$ cat src/rtl/seq_pattern_tx.sv
// seq_pattern_tx
// Serial stimulus source for the 01[0*]1 sequence detector. On start it
// shifts out num_patterns copies of "0,1,<num_zeros x 0>,1" on bit_out,
// with each bit held for DIV_VALUE+1 clocks. A two-digit active-low 7-seg
// readout shows how many patterns have been fully sent.
//
//  state | meaning
//  ------+---------------------------------------------------------------
//  IDLE  | waiting for start; outputs quiet
//  S_0   | leading 0 bit of a pattern
//  S_1A  | first 1 bit of a pattern
//  S_Z   | run of num_zeros 0 bits (one strobe per zero)
//  S_1B  | closing 1 bit; pattern counted at its end
//  DONE  | one-clock done pulse, then back to IDLE
module seq_pattern_tx #(
  parameter int DIV_VALUE = 2
) (
  input  logic       clk_50MHz,
  input  logic       rst_n,
  input  logic       start,
  input  logic       abort,
  input  logic [5:0] num_zeros,
  input  logic [5:0] num_patterns,
  output logic       bit_out,
  output logic       bit_strobe,
  output logic       busy,
  output logic       done,
  output logic [5:0] sent_count,
  output logic [6:0] DISP0,
  output logic [6:0] DISP1
);

  // Divider width covers 0..DIV_VALUE (24 bits for the FPGA setting).
  localparam int DIV_W = (DIV_VALUE > 0) ? $clog2(DIV_VALUE + 1) : 1;
  localparam logic [DIV_W-1:0] DIV_LAST = DIV_W'(DIV_VALUE);

  typedef enum logic [2:0] {
    IDLE = 3'd0,
    S_0  = 3'd1,
    S_1A = 3'd2,
    S_Z  = 3'd3,
    S_1B = 3'd4,
    DONE = 3'd5
  } state_t;

  state_t           state, state_nxt;
  logic [DIV_W-1:0] div_cnt, div_nxt;
  logic [5:0]       zero_cnt, zero_nxt;
  logic [5:0]       zeros_q, zeros_nxt;
  logic [5:0]       pats_q, pats_nxt;
  logic [5:0]       sent_nxt;
  logic             bit_nxt, strobe_nxt, busy_nxt, done_nxt;
  logic             bit_end;
  logic [5:0]       zero_inc, sent_inc;
  logic [3:0]       ones_digit, tens_digit;

  // Active-low segment encoding {g..a} for a single decimal digit.
  function automatic logic [6:0] seg7(input logic [3:0] d);
    logic [6:0] s;
    case (d)
      4'd0:    s = 7'b1000000;
      4'd1:    s = 7'b1111001;
      4'd2:    s = 7'b0100100;
      4'd3:    s = 7'b0110000;
      4'd4:    s = 7'b0011001;
      4'd5:    s = 7'b0010010;
      4'd6:    s = 7'b0000010;
      4'd7:    s = 7'b1111000;
      4'd8:    s = 7'b0000000;
      4'd9:    s = 7'b0011000;
      default: s = 7'b1111111;
    endcase
    return s;
  endfunction

  assign bit_end  = (div_cnt == DIV_LAST);
  assign zero_inc = zero_cnt + 6'd1;
  assign sent_inc = sent_count + 6'd1;

  // State register.
  always_ff @(posedge clk_50MHz) begin
    if (!rst_n) state <= IDLE;
    else        state <= state_nxt;
  end

  // Next-state and next-output decode; all outputs are registered from here.
  always_comb begin
    state_nxt  = state;
    div_nxt    = '0;
    zero_nxt   = zero_cnt;
    zeros_nxt  = zeros_q;
    pats_nxt   = pats_q;
    sent_nxt   = sent_count;
    bit_nxt    = bit_out;
    strobe_nxt = 1'b0;
    busy_nxt   = busy;
    done_nxt   = 1'b0;

    case (state)
      IDLE: begin
        bit_nxt  = 1'b0;
        busy_nxt = 1'b0;
        zero_nxt = '0;
        if (start) begin
          zeros_nxt = num_zeros;
          pats_nxt  = num_patterns;
          sent_nxt  = '0;
          if (num_patterns == 6'd0) begin
            state_nxt = DONE;
            done_nxt  = 1'b1;
          end else begin
            state_nxt  = S_0;
            busy_nxt   = 1'b1;
            strobe_nxt = 1'b1;
          end
        end
      end

      S_0, S_1A, S_Z, S_1B: begin
        if (abort) begin
          // Abort drops straight to IDLE; the partial count is kept visible.
          state_nxt = IDLE;
          busy_nxt  = 1'b0;
          bit_nxt   = 1'b0;
          zero_nxt  = '0;
        end else if (!bit_end) begin
          div_nxt = div_cnt + DIV_W'(1);
        end else begin
          strobe_nxt = 1'b1;
          case (state)
            S_0: begin
              state_nxt = S_1A;
              bit_nxt   = 1'b1;
            end
            S_1A: begin
              zero_nxt = '0;
              if (zeros_q != 6'd0) begin
                state_nxt = S_Z;
                bit_nxt   = 1'b0;
              end else begin
                state_nxt = S_1B;
                bit_nxt   = 1'b1;
              end
            end
            S_Z: begin
              if (zero_inc == zeros_q) begin
                state_nxt = S_1B;
                bit_nxt   = 1'b1;
                zero_nxt  = '0;
              end else begin
                zero_nxt = zero_inc;
                bit_nxt  = 1'b0;
              end
            end
            default: begin
              sent_nxt = sent_inc;
              if (sent_inc == pats_q) begin
                state_nxt  = DONE;
                done_nxt   = 1'b1;
                busy_nxt   = 1'b0;
                bit_nxt    = 1'b0;
                strobe_nxt = 1'b0;
              end else begin
                state_nxt = S_0;
                bit_nxt   = 1'b0;
              end
            end
          endcase
        end
      end

      DONE: begin
        state_nxt = IDLE;
        busy_nxt  = 1'b0;
        bit_nxt   = 1'b0;
      end

      default: begin
        state_nxt = IDLE;
        busy_nxt  = 1'b0;
        bit_nxt   = 1'b0;
      end
    endcase
  end

  // Datapath and output registers.
  always_ff @(posedge clk_50MHz) begin
    if (!rst_n) begin
      div_cnt    <= '0;
      zero_cnt   <= '0;
      zeros_q    <= '0;
      pats_q     <= '0;
      sent_count <= '0;
      bit_out    <= 1'b0;
      bit_strobe <= 1'b0;
      busy       <= 1'b0;
      done       <= 1'b0;
    end else begin
      div_cnt    <= div_nxt;
      zero_cnt   <= zero_nxt;
      zeros_q    <= zeros_nxt;
      pats_q     <= pats_nxt;
      sent_count <= sent_nxt;
      bit_out    <= bit_nxt;
      bit_strobe <= strobe_nxt;
      busy       <= busy_nxt;
      done       <= done_nxt;
    end
  end

  // Decimal split of the sent count for the readout.
  always_comb begin
    ones_digit = 4'(sent_count % 6'd10);
    tens_digit = 4'(sent_count / 6'd10);
  end

  // Display registers; they follow sent_count one clock later.
  always_ff @(posedge clk_50MHz) begin
    if (!rst_n) begin
      DISP0 <= 7'b1000000;
      DISP1 <= 7'b1000000;
    end else begin
      DISP0 <= seg7(ones_digit);
      DISP1 <= seg7(tens_digit);
    end
  end

endmodule

$ cat config.mk
export PLATFORM = sky130hd
export DESIGN_NAME = seq_pattern_tx
export DESIGN_NICKNAME = d
export VERILOG_FILES = /design/src/rtl/seq_pattern_tx.sv
export SDC_FILE = /design/constraint.sdc
export NUM_CORES = 1
export LEC_CHECK = 0
export CORE_ASPECT_RATIO = 2
export CORE_MARGIN = 4
export CORE_UTILIZATION = 55
export DETAILED_ROUTE_END_ITERATION = 8
export DONT_BUFFER_PORTS = 1
export GPL_ROUTABILITY_DRIVEN = 0
export PLACE_DENSITY_LB_ADDON = 0.12
export SLEW_MARGIN = 20
export SYNTH_ARGS = -nofsm -noshare
export SYNTH_HDL_FRONTEND = slang
export SYNTH_SLANG_ARGS = --single-unit
$ cat constraint.sdc
create_clock -name clk_50MHz -period 7.7 [get_ports clk_50MHz]
set_input_delay 1.155 -clock clk_50MHz [delete_from_list [all_inputs] [get_ports clk_50MHz]]
set_output_delay 1.155 -clock clk_50MHz [all_outputs]
set_load 0.01 [all_outputs]
Word level (Yosys, flattened, before mapping)
Memory sizes are Yosys's and may differ from the RTL's. A register that Yosys moved wholly into a read port is not among the register bits.
Index checks and enable logic that the tools add are counted.

word-level totals
  flip-flop bits (word level) = 33
  latch bits = 0
  memory bits (writable) = 0
  memory bits (read-only) = 224
  bits of input ports = 16
  output and inout bits = 24
  word-level logic and storage cells = 91
  memories kept = 2

operators by class
  add/subtract/negate cells = 3
  multiply operators = 0
  divide/modulo/power cells = 2
  order comparisons = 0
  equal/unequal tests = 16
  shifts and indexed selects = 0
  multiplexer cells = 41
  bitwise operators = 2
  reduce and logical (&&, ||, !) cells = 15

memory list
  name              words  width  read ports  clocked after Yosys merged registers in  wr ports  RTL line  source
  (name not given)  16     7      1           1                                        0         60        case (d)
  (name not given)  16     7      1           1                                        0         60

operators by type and width
  cell                                                                     number
  6-bit 2-to-1 mux                                                         7
  6-bit one-hot mux with 2 select lines                                    3
  3-bit 2-to-1 mux                                                         7
  1-bit 2-to-1 mux                                                         18
  6-bit by 1-bit adder with 6-bit output (second input constant)           2
  6-bit == test                                                            2
  3-bit != test (second input constant)                                    3
  3-bit one-hot mux with 3 select lines                                    1
  3-bit AND reduction                                                      3
  2-bit != test (second input constant)                                    4
  4-bit != test (second input constant)                                    2
  4-bit OR reduction                                                       2
  6-bit by 4-bit divider with 6-bit output (second input constant)         1
  3-bit by 2-bit == test with 1-bit output (second input constant)         2
  6-bit zero test                                                          1
  6-bit by 4-bit remainder unit with 6-bit output (second input constant)  1
  1-bit one-hot mux with 2 select lines                                    3
  3-bit one-hot mux with 2 select lines                                    1
  6-bit nonzero test                                                       1
  3-bit OR reduction                                                       2
  5-bit AND reduction                                                      1
  3-bit by 1-bit == test with 1-bit output (second input constant)         1
  3-bit == test (second input constant)                                    1
  3-bit zero test                                                          1
  other kinds (7)                                                          9

Depth between registers and ports, before layout
  depth in word-level cells = 7
  mapped depth = 13
  gate-level depth less buffers = 12

Worst setup path before layout
No wires, ideal clock.

  path type = register -> register
  from = register sent_count[0]
  to = register DISP0[5]
  setup time = 0.095 ns
  data arrival time = 2.710 ns
  data required time = 7.605 ns
  slack = 4.895 ns
  stages on the path, launching flop included = 13
  buffers on the path = 1
  period minus slack after synthesis = 2.805 ns
  cells stage by stage = dfxtp_1 clkbuf_1 inv_1 ha_1 nor4b_1 a2bb2oi_1 o21ai_2 inv_1 xnor2_1 inv_1 ha_1 a2111o_1 o311ai_1

on the way
  longest elaborated chain between the ends = 1

ends and longest elaborated chain
  what                                             RTL line  source
  start, declared                                  28        output logic [5:0] sent_count,
  start signal, assigned                           203       sent_count <= sent_nxt;
  6-bit by 4-bit remainder unit with 6-bit output  213       ones_digit = 4'(sent_count % 6'd10);
  end, declared                                    29        output logic [6:0] DISP0,

Every way passes these cells.
A chain may end at the register's enable or synchronous reset.

Final worst setup path
Ends and elaborated chain as after synthesis.

==> results.cfg <==
[detailed_routing]
ant_nets = 0
drc = 0
first_pass_iters = 4
postRouteWirelength_microns = 6650
drt_iter0_markers = 100
wl_per_cell_microns = 17.0
via_per_inst = 6.25
vias = 2444

[grt]
antenna_found_initial = 0
grt_max_degree = 33
grt_pass1_wl_microns = 10800
track_usage = 0.221
grt_pass1_vias = 2316
overflow = 0

[cts]
postCtsSetupBuffers = 0
cts_tree = built
cts_hold_buf = 0
clock_sinks = 47
clk_latency_ns = 0.31
cts_buffers = 5
cts_max_level = 2
post_cts_resized = 0
clock_path_buffers = 2
cts-root-buf = clkbuf_8
clk_pin_slew_ns = 0.09

[critical_path]
crit_type = reg -> reg
cp.arrival_ns = 3.37
required_ns = 7.92
crit_path_start_kind = register
cp-end-kind = register
r2r_slack_ns = 4.56
crit_path_max_fanout = 11

[yosys]
ys_ff_latch = 47
syn_nets = 377
syn_area_per_cell_sq_um = 7.97
yosys_warnings = 0
synth_commonest_cells = 52 x nand2_1, 47 x dfxtp_1, 34 x a21oi_1
synth_cell_types = 65
syn-instance-count = 346
synth_edf_count = 0
synth_top_area_cell = dfxtp_1
yosys.area.top_type_share = 0.341
async_flop_share = 0
ys_seq_area_frac = 0.341
synthTopCellsByArea = dfxtp_1 34%, nand2_1 7.1%, ha_1 6.8%
synth.most_common_cell = nand2_1
synth_area_sq_mm = 0.00276
yosys_most_used_dff = dfxtp_1

[power_and_ir_drop]
power_frac_seq = 0.497
p_clk_frac = 0.419
finalPower_mw = 0.518
vdd.ir_drop.worst_mv = 0.200
leakage_nw = 1.02
comb_power_share = 0.084
swShare = 0.239
p_sw_mw = 0.124
power_density_mw_per_mm2 = 180
cellInternalPower_mw = 0.394

[cells_and_area]
drive_gt1_frac = 0.0719
syn_to_final_growth_pct = 4.54
fin_nets = 364
fin_area_sq_mm = 0.00288
diodes = 0

[timing]
fin_worst_skew_ns = 0.00868
whs_ns = 0.423
setup_tns_ns = 0
worst_slew_pin_slew_ns = 0.995
rsz0062_at_grt = no
finalSetupViolations = 0
setup_ws_ns = 4.56
hold_viol_final = 0
drv_slew = 0
maxSlewHeadroom = 0.333
final.period_utilization = 0.408
fin_crit_ns = 3.14
fmax_mhz = 318

[placement]
place_hpwl_microns = 4920
pre_cts_slack_ns = 4.59
portBuffers = 0
placed_cell_area_sq_mm = 0.00275

[floorplanning]
rows = 36
die_w_microns = 58.1
start_util = 0.567
pin_count = 40
core_sq_mm = 0.00486
die-height_microns = 108
die_area_sq_mm = 0.00628

[run]
cap_violations = 0

[worst_hold_path]
hold_class = reg -> reg

[status]
outcome = finished clean
==> layout by cell type, fill, tap and decap left out, types with 4 or more instances in the layout <==
cell type,n
nand2b_1,4
o21a_1,5
dfxtp_1,47
and3_1,4
nor3_1,10
nand2_1,52
nor2b_1,5
xor2_1,5
nor2_1,22
nand3_1,10
xnor2_1,10
ha_1,15
a21oi_1,34
clkbuf_8,5
o21ai_0,20
o211ai_1,4
inv_1,11
==> cell families after synthesis <==
| family | synth area share |
|---|---|
| XOR/XNOR | 0.0476 |
| adder cells (fa/ha/maj) | 0.0681 |
| AO/OA/AOI/OAI | 0.254 |
| buffers and inverters | 0.0463 |
| flip-flops | 0.341 |
| AND/OR/NAND/NOR | 0.243 |
==> sequential cells by signal, indices dropped and copies added (netlist names) <==
| signal | count |
|---|---|
| bit_strobe | 1 |
| DISP0 | 7 |
| done | 1 |
| zeros_q | 6 |
| sent_count | 6 |
| DISP1 | 7 |
| pats_q | 6 |
| bit_out | 1 |
| state | 3 |
| div_cnt | 2 |
| busy | 1 |
| zero_cnt | 6 |
==> worst paths after layout <==
path | depth (start not counted) | startpoint | to
worst max-delay path | 11 | sent_count[0]$_SDFFE_PN0P_ | DISP0[5]$_SDFF_PN0_
worst min-delay path | 1 | div_cnt[0]$_SDFF_PP0_ | div_cnt[0]$_SDFF_PP0_
worst max register to register | 11 | sent_count[0]$_SDFFE_PN0P_ | DISP0[5]$_SDFF_PN0_
worst min register to register | 1 | div_cnt[0]$_SDFF_PP0_ | div_cnt[0]$_SDFF_PP0_
==> per-stage QoR <==
step | util | instances
6_report | 0.593 | 391
5_1_grt | 0.593 | 391
4_1_cts | 0.593 | 391
3_5_place_dp | 0.565 | 383
3_3_place_gp | 0.565 | 383
2_1_floorplan | - | 346
==> power by group through the flow <==
stage | registers [mW] | logic (mW) | clock network, mW
floorplan | 0.259 | 0.0386 | 0
global placement | 0.263 | 0.0424 | 0
CTS | 0.257 | 0.0434 | 0.219
finish | 0.257 | 0.0438 | 0.217
detailed placement | 0.263 | 0.0432 | 0
global route | 0.258 | 0.0488 | 0.225
==> area by class of cell <==
type / count / area, sq um
Fill cell: 476 / 1980
Multi-Input combinational cell: 267 / 1690
Sequential cell: 47 / 941
Tap cell: 57 / 71.3
Clock buffer: 5 / 68.8
Clock inverter: 3 / 67.6
Inverter: 12 / 45.0
==> worst max-delay path: stages, from the launching register on <==
cell	delay, ns
dfxtp_1	0.64
inv_1	0.22
ha_1	0.27
nor4b_1	0.26
a2bb2oi_1	0.24
o21ai_2	0.14
inv_1	0.22
xnor2_1	0.23
inv_1	0.16
ha_1	0.23
a2111o_1	0.38
o311ai_1	0.08
==> per-layer routing <==
metal | up-vias | global-route usage | routed length, microns
met2 | 73 | 0.426 | 3820
met1 | 1141 | 0.206 | 2270
met4 | 0 | 0.126 | 284
li1 | 1208 | - | -
met3 | 22 | 0.0382 | 282
met5 | - | 0 | 0
Note: power is estimated with default switching activity, not from simulation.
